[src/rtl/i2s_tx_stereo.sv]
// i2s_tx_stereo: stereo I2S / left-justified master transmitter with a one-entry sample buffer
// Ports: sys_clk_i/sys_rst_i (async active-low) clock and reset; en_i run enable;
// mode_i 0=I2S 1=left-justified; s_valid_i/s_ready_o/s_left_i/s_right_i sample stream;
// busy_o running; underrun_o empty buffer at frame start; bclk_o/lrclk_o/dout_o codec pins.
module i2s_tx_stereo #(
  parameter int DATA_W  = 16,
  parameter int SLOT_W  = 16,
  parameter int CLK_DIV = 2
) (
  input  logic              sys_clk_i,
  input  logic              sys_rst_i,
  input  logic              en_i,
  input  logic              mode_i,
  input  logic              s_valid_i,
  output logic              s_ready_o,
  input  logic [DATA_W-1:0] s_left_i,
  input  logic [DATA_W-1:0] s_right_i,
  output logic              busy_o,
  output logic              underrun_o,
  output logic              bclk_o,
  output logic              lrclk_o,
  output logic              dout_o
);
  localparam int FW  = 2 * SLOT_W;
  localparam int BW  = $clog2(FW);
  localparam int DW  = CLK_DIV > 1 ? $clog2(CLK_DIV) : 1;
  localparam int PAD = SLOT_W - DATA_W;
  typedef enum logic {IDLE, RUN} state_e;
  state_e              state_q, state_d;
  logic [DW-1:0]       d_q, d_d;
  logic [BW-1:0]       b_q, b_d;
  logic                bclk_q, bclk_d, lrclk_q, lrclk_d, dout_q, dout_d;
  logic                mode_q, mode_d, under_q, under_d, full_q, full_d;
  logic [2*DATA_W-1:0] hold_q, hold_d;
  logic [FW-1:0]       sr_q, sr_d, frame;
  logic                accept, tick, fall, wrap, load;
  assign s_ready_o  = ~full_q;
  assign accept     = s_valid_i & ~full_q;
  // Each sample is MSB-aligned in its slot; the low PAD bits stay zero.
  assign frame      = {SLOT_W'(hold_q[2*DATA_W-1:DATA_W]) << PAD, SLOT_W'(hold_q[DATA_W-1:0]) << PAD};
  assign tick       = state_q == RUN && d_q == DW'(CLK_DIV - 1);
  assign fall       = tick & bclk_q;
  assign wrap       = fall && b_q == BW'(FW - 1);
  assign load       = en_i & ((state_q == IDLE) | wrap);
  assign busy_o     = state_q == RUN;
  assign underrun_o = under_q;
  assign bclk_o     = bclk_q;
  assign lrclk_o    = lrclk_q;
  assign dout_o     = dout_q;
  always_comb begin
    state_d = state_q;
    d_d     = d_q;
    b_d     = b_q;
    bclk_d  = bclk_q;
    lrclk_d = lrclk_q;
    dout_d  = dout_q;
    sr_d    = sr_q;
    mode_d  = load ? mode_i : mode_q;
    under_d = load & ~full_q;
    full_d  = accept | (full_q & ~load);
    hold_d  = accept ? {s_left_i, s_right_i} : hold_q;
    if (state_q == IDLE) begin
      if (en_i) begin
        state_d = RUN;
        d_d     = '0;
        b_d     = '0;
        bclk_d  = 1'b0;
        lrclk_d = 1'b0;
        sr_d    = full_q ? frame : '0;
        // I2S starts with the (cleared) delay bit; left-justified shows the MSB at once.
        dout_d  = mode_i & sr_d[FW-1];
      end
    end else if (wrap && !en_i) begin
      state_d = IDLE;
      d_d     = '0;
      b_d     = '0;
      bclk_d  = 1'b0;
      lrclk_d = 1'b0;
      dout_d  = 1'b0;
      sr_d    = '0;
    end else begin
      d_d    = tick ? '0 : d_q + DW'(1);
      bclk_d = bclk_q ^ tick;
      if (fall) begin
        b_d     = wrap ? '0 : b_q + BW'(1);
        sr_d    = wrap ? (full_q ? frame : '0) : sr_q << 1;
        lrclk_d = b_d >= BW'(SLOT_W);
        // The pre-shift MSB is the bit one bclk late, which is exactly the I2S delay.
        dout_d  = mode_d ? sr_d[FW-1] : sr_q[FW-1];
      end
    end
  end
  always_ff @(posedge sys_clk_i or negedge sys_rst_i) begin
    if (!sys_rst_i) begin
      state_q <= IDLE;
      d_q     <= '0;
      b_q     <= '0;
      bclk_q  <= 1'b0;
      lrclk_q <= 1'b0;
      dout_q  <= 1'b0;
      mode_q  <= 1'b0;
      under_q <= 1'b0;
      full_q  <= 1'b0;
      hold_q  <= '0;
      sr_q    <= '0;
    end else begin
      state_q <= state_d;
      d_q     <= d_d;
      b_q     <= b_d;
      bclk_q  <= bclk_d;
      lrclk_q <= lrclk_d;
      dout_q  <= dout_d;
      mode_q  <= mode_d;
      under_q <= under_d;
      full_q  <= full_d;
      hold_q  <= hold_d;
      sr_q    <= sr_d;
    end
  end
endmodule

[config.mk]
export PLATFORM = sky130hd
export DESIGN_NAME = i2s_tx_stereo
export DESIGN_NICKNAME = d
export VERILOG_FILES = /design/src/rtl/i2s_tx_stereo.sv
export SDC_FILE = /design/constraint.sdc
export NUM_CORES = 1
export LEC_CHECK = 0
export BUFFER_PORTS_ARGS = -buffer_cell sky130_fd_sc_hd__buf_2
export CAP_MARGIN = 20
export CORE_ASPECT_RATIO = 0.8
export CORE_UTILIZATION = 60
export CTS_BUF_LIST = sky130_fd_sc_hd__clkbuf_8
export CTS_CLUSTER_DIAMETER = 120
export DETAILED_ROUTE_END_ITERATION = 12
export PLACE_DENSITY = 0.82
export SYNTH_ARGS = -nofsm -noshare
export SYNTH_HDL_FRONTEND = slang
export SYNTH_SLANG_ARGS = --single-unit
export TNS_END_PERCENT = 30
[constraint.sdc]
create_clock -name sys_clk_i -period 5.1 [get_ports sys_clk_i]
set_clock_uncertainty 0.15 [all_clocks]
set_input_delay 0.765 -clock sys_clk_i [delete_from_list [all_inputs] [get_ports sys_clk_i]]
set_output_delay 0.765 -clock sys_clk_i [all_outputs]
set_load 0.1 [all_outputs]
==> results.json <==
{
  "first_pass_iters": 6,
  "synth.net_count": 350,
  "grt_first_pass_wirelength_microns": 11150,
  "synth.area.top_cells": "dfrtp_1, mux2_2, a21oi_1, o31ai_1, nand2_1",
  "worstPathRequired_ps": 5200,
  "drtAntennaViolNets": 0,
  "r2r_start": "busy_o$_DFF_PN0_",
  "first_global_vias": 2459,
  "start_util_pct": 62.13,
  "syn2layout_area_growth_pct": 13.74,
  "endpoint_kind": "register",
  "synth.avg_cell_area_sq_um": 10.95,
  "slew_headroom_pct": 38.28,
  "synth_top_area_share_pct": 56.01,
  "status": "finished clean",
  "cts_buffers": 9,
  "cts_tree": "yes",
  "synth_seq_area_share_pct": 56.01,
  "yosysWarnings": 0,
  "min_path_type": "register to register",
  "core_sq_um": 5465,
  "routedWlPerCell_microns": 15.21,
  "path_clk_slew_ps": 70,
  "tns_ps": 0,
  "io_buffers": 42,
  "insertion_delay_ps": 350,
  "root_buffer": "clkbuf_8",
  "vias": 2455,
  "peakVddDrop_v": 0.0002273,
  "final_cell_mix": "dfrtp_1, a21oi_1, nand2_1",
  "gp_congestion": 0.7928,
  "fin_crit_ps": 3057,
  "timing_worst_slew_pin_value_ps": 925.8,
  "clock-sinks": 76,
  "max_freq_ghz": 0.3272,
  "critPathKind": "register to register",
  "antenna_found_initial": 0,
  "cts_setup_buffers": 0,
  "hold_violations": 0,
  "ctsHoldBuffers": 0,
  "yosys.area.top_type": "dfrtp_1",
  "start_kind": "register",
  "cellPowerDensity_nw_per_um2": 373.7,
  "final_common_cell": "dfrtp_1",
  "ys_ff_latch": 76,
  "drtIter0Drc": 278,
  "maxSlewViolCount": 0,
  "cts_buffer_depth": 2,
  "fillers": 452,
  "viasPerCell": 5.804,
  "grt_usage_pct": 24.30,
  "nNetsFinal": 381,
  "rsz0062_at_grt": "no",
  "critPathLaunch": "busy_o$_DFF_PN0_",
  "period_share_pct": 59.93,
  "r2r_slack_ps": 2040,
  "drv_cap": 0,
  "crit_path_end": "sr_q[14]$_DFFE_PN0P_",
  "ys_types": 32,
  "chipWidth_microns": 86.11,
  "grt_start_max_net_pins": 77,
  "synth_area_sq_um": 3396,
  "post-route-drc-count": 0,
  "num_rows": 24,
  "cts_htree_levels": 3,
  "die_height_microns": 69.29,
  "diodes": 0,
  "power_leakage_nw": 1.790,
  "grt_remaining_overflow": 0,
  "cts_resized": 0,
  "critical_path.max_fanout": 35,
  "reg2reg_to": "sr_q[14]$_DFFE_PN0P_",
  "power_mw": 1.443,
  "drive_above_1_share_pct": 28.41,
  "utilization_pct": 70.67,
  "syn-instance-count": 310,
  "die_area_sq_um": 5967,
  "r2r_cells": 7,
  "totalWireLength_microns": 6433,
  "io-pin-count": 43,
  "detailed_place_hpwl_microns": 3860,
  "cp.arrival_ps": 3160,
  "setup_viol": 0
}
[cell usage after synthesis, drive strengths merged]
library cell,count
a211o,1
a21boi,1
a21o,1
a21oi,61
a22o,4
a32o,2
a32oi,1
and2,1
and3,3
and4,1
buf,14
clkbuf,12
dfrtp,76
ha,3
inv,3
mux2,33
nand2,43
nand3b,2
nand4,1
nor2,2
nor2b,1
nor3b,1
o21a,2
o21ai,9
o22a,1
o31ai,31
[per-layer routing]
| layer | wire, microns | track usage (%) |
|---|---|---|
| met2 | 3143 | 38.80 |
| met1 | 2950 | 31.86 |
| met5 | 0 | 0 |
| met4 | 68 | 8.333 |
| met3 | 271 | 7.143 |
[sequential cells by signal, indices dropped and copies added (netlist names)]
register	cells
underrun_o	1
full_q	1
sr_q	32
mode_q	1
d_q	1
frame	32
b_q	5
dout_o	1
busy_o	1
bclk_o	1
[area by class of cell]
class                      count  area [sq um]  share of cell area, %
sequential                    76          1902                  49.24
multi-input combinational    205          1363                  35.28
timing repair buffer          46         259.0                  6.706
clock buffer                   9         123.9                  3.207
clock inverter                 6         106.4                  2.753
tap                           78         97.59                  2.527
inverter                       3         11.26                 0.2915
[critical path, cell delays in order (launching register included)]
cell and delay [ps]:
dfrtp_1 600, and2_1 200, ha_1 390, nand2_2 470
o21ai_2 530, buf_6 260, a21oi_1 70, o31ai_1 280
[how the worst min path moves through the flow]
stage | slack [ps] | to | from | cells after the start
2_1_floorplan | 300 | sr_q[10]$_DFFE_PN0P_ | sr_q[10]$_DFFE_PN0P_ | 2
3_3_place_gp | 310 | sr_q[25]$_DFFE_PN0P_ | sr_q[25]$_DFFE_PN0P_ | 2
3_5_place_dp | 320 | sr_q[28]$_DFFE_PN0P_ | sr_q[28]$_DFFE_PN0P_ | 2
4_1_cts | 330 | sr_q[28]$_DFFE_PN0P_ | sr_q[28]$_DFFE_PN0P_ | 2
5_1_grt | 350 | sr_q[28]$_DFFE_PN0P_ | sr_q[28]$_DFFE_PN0P_ | 2
6_report | 330 | sr_q[2]$_DFFE_PN0P_ | sr_q[2]$_DFFE_PN0P_ | 2
[where the power goes]
group | internal (mW) | leakage, nW | switching [mW]
registers | 0.702 | 0.857 | 0.0566
clock network | 0.320 | 0.122 | 0.210
logic | 0.0897 | 0.811 | 0.0648
[cell families after synthesis]
logic type,Yosys count,synth area share [%]
fa+ha+maj,3,1.105
simple gates,55,7.075
mux,33,10.94
flops,76,56.01
compound gates,114,20.89
buf+inv,29,3.979
[metrics by stage]
stage | cells | setup slack [ps] | cell area [sq um] | hold slack, ps
global route | 423 | 1792 | 3862 | 346.6
global placement | 406 | 1878 | 3601 | 310.1
finish | 423 | 2043 | 3862 | 330.5
CTS | 421 | 1738 | 3831 | 333.3
detailed placement | 406 | 1750 | 3601 | 316.3
floorplan | 310 | 2386 | 3396 | 298.8
No activity file was read; power rests on OpenSTA's default activity.
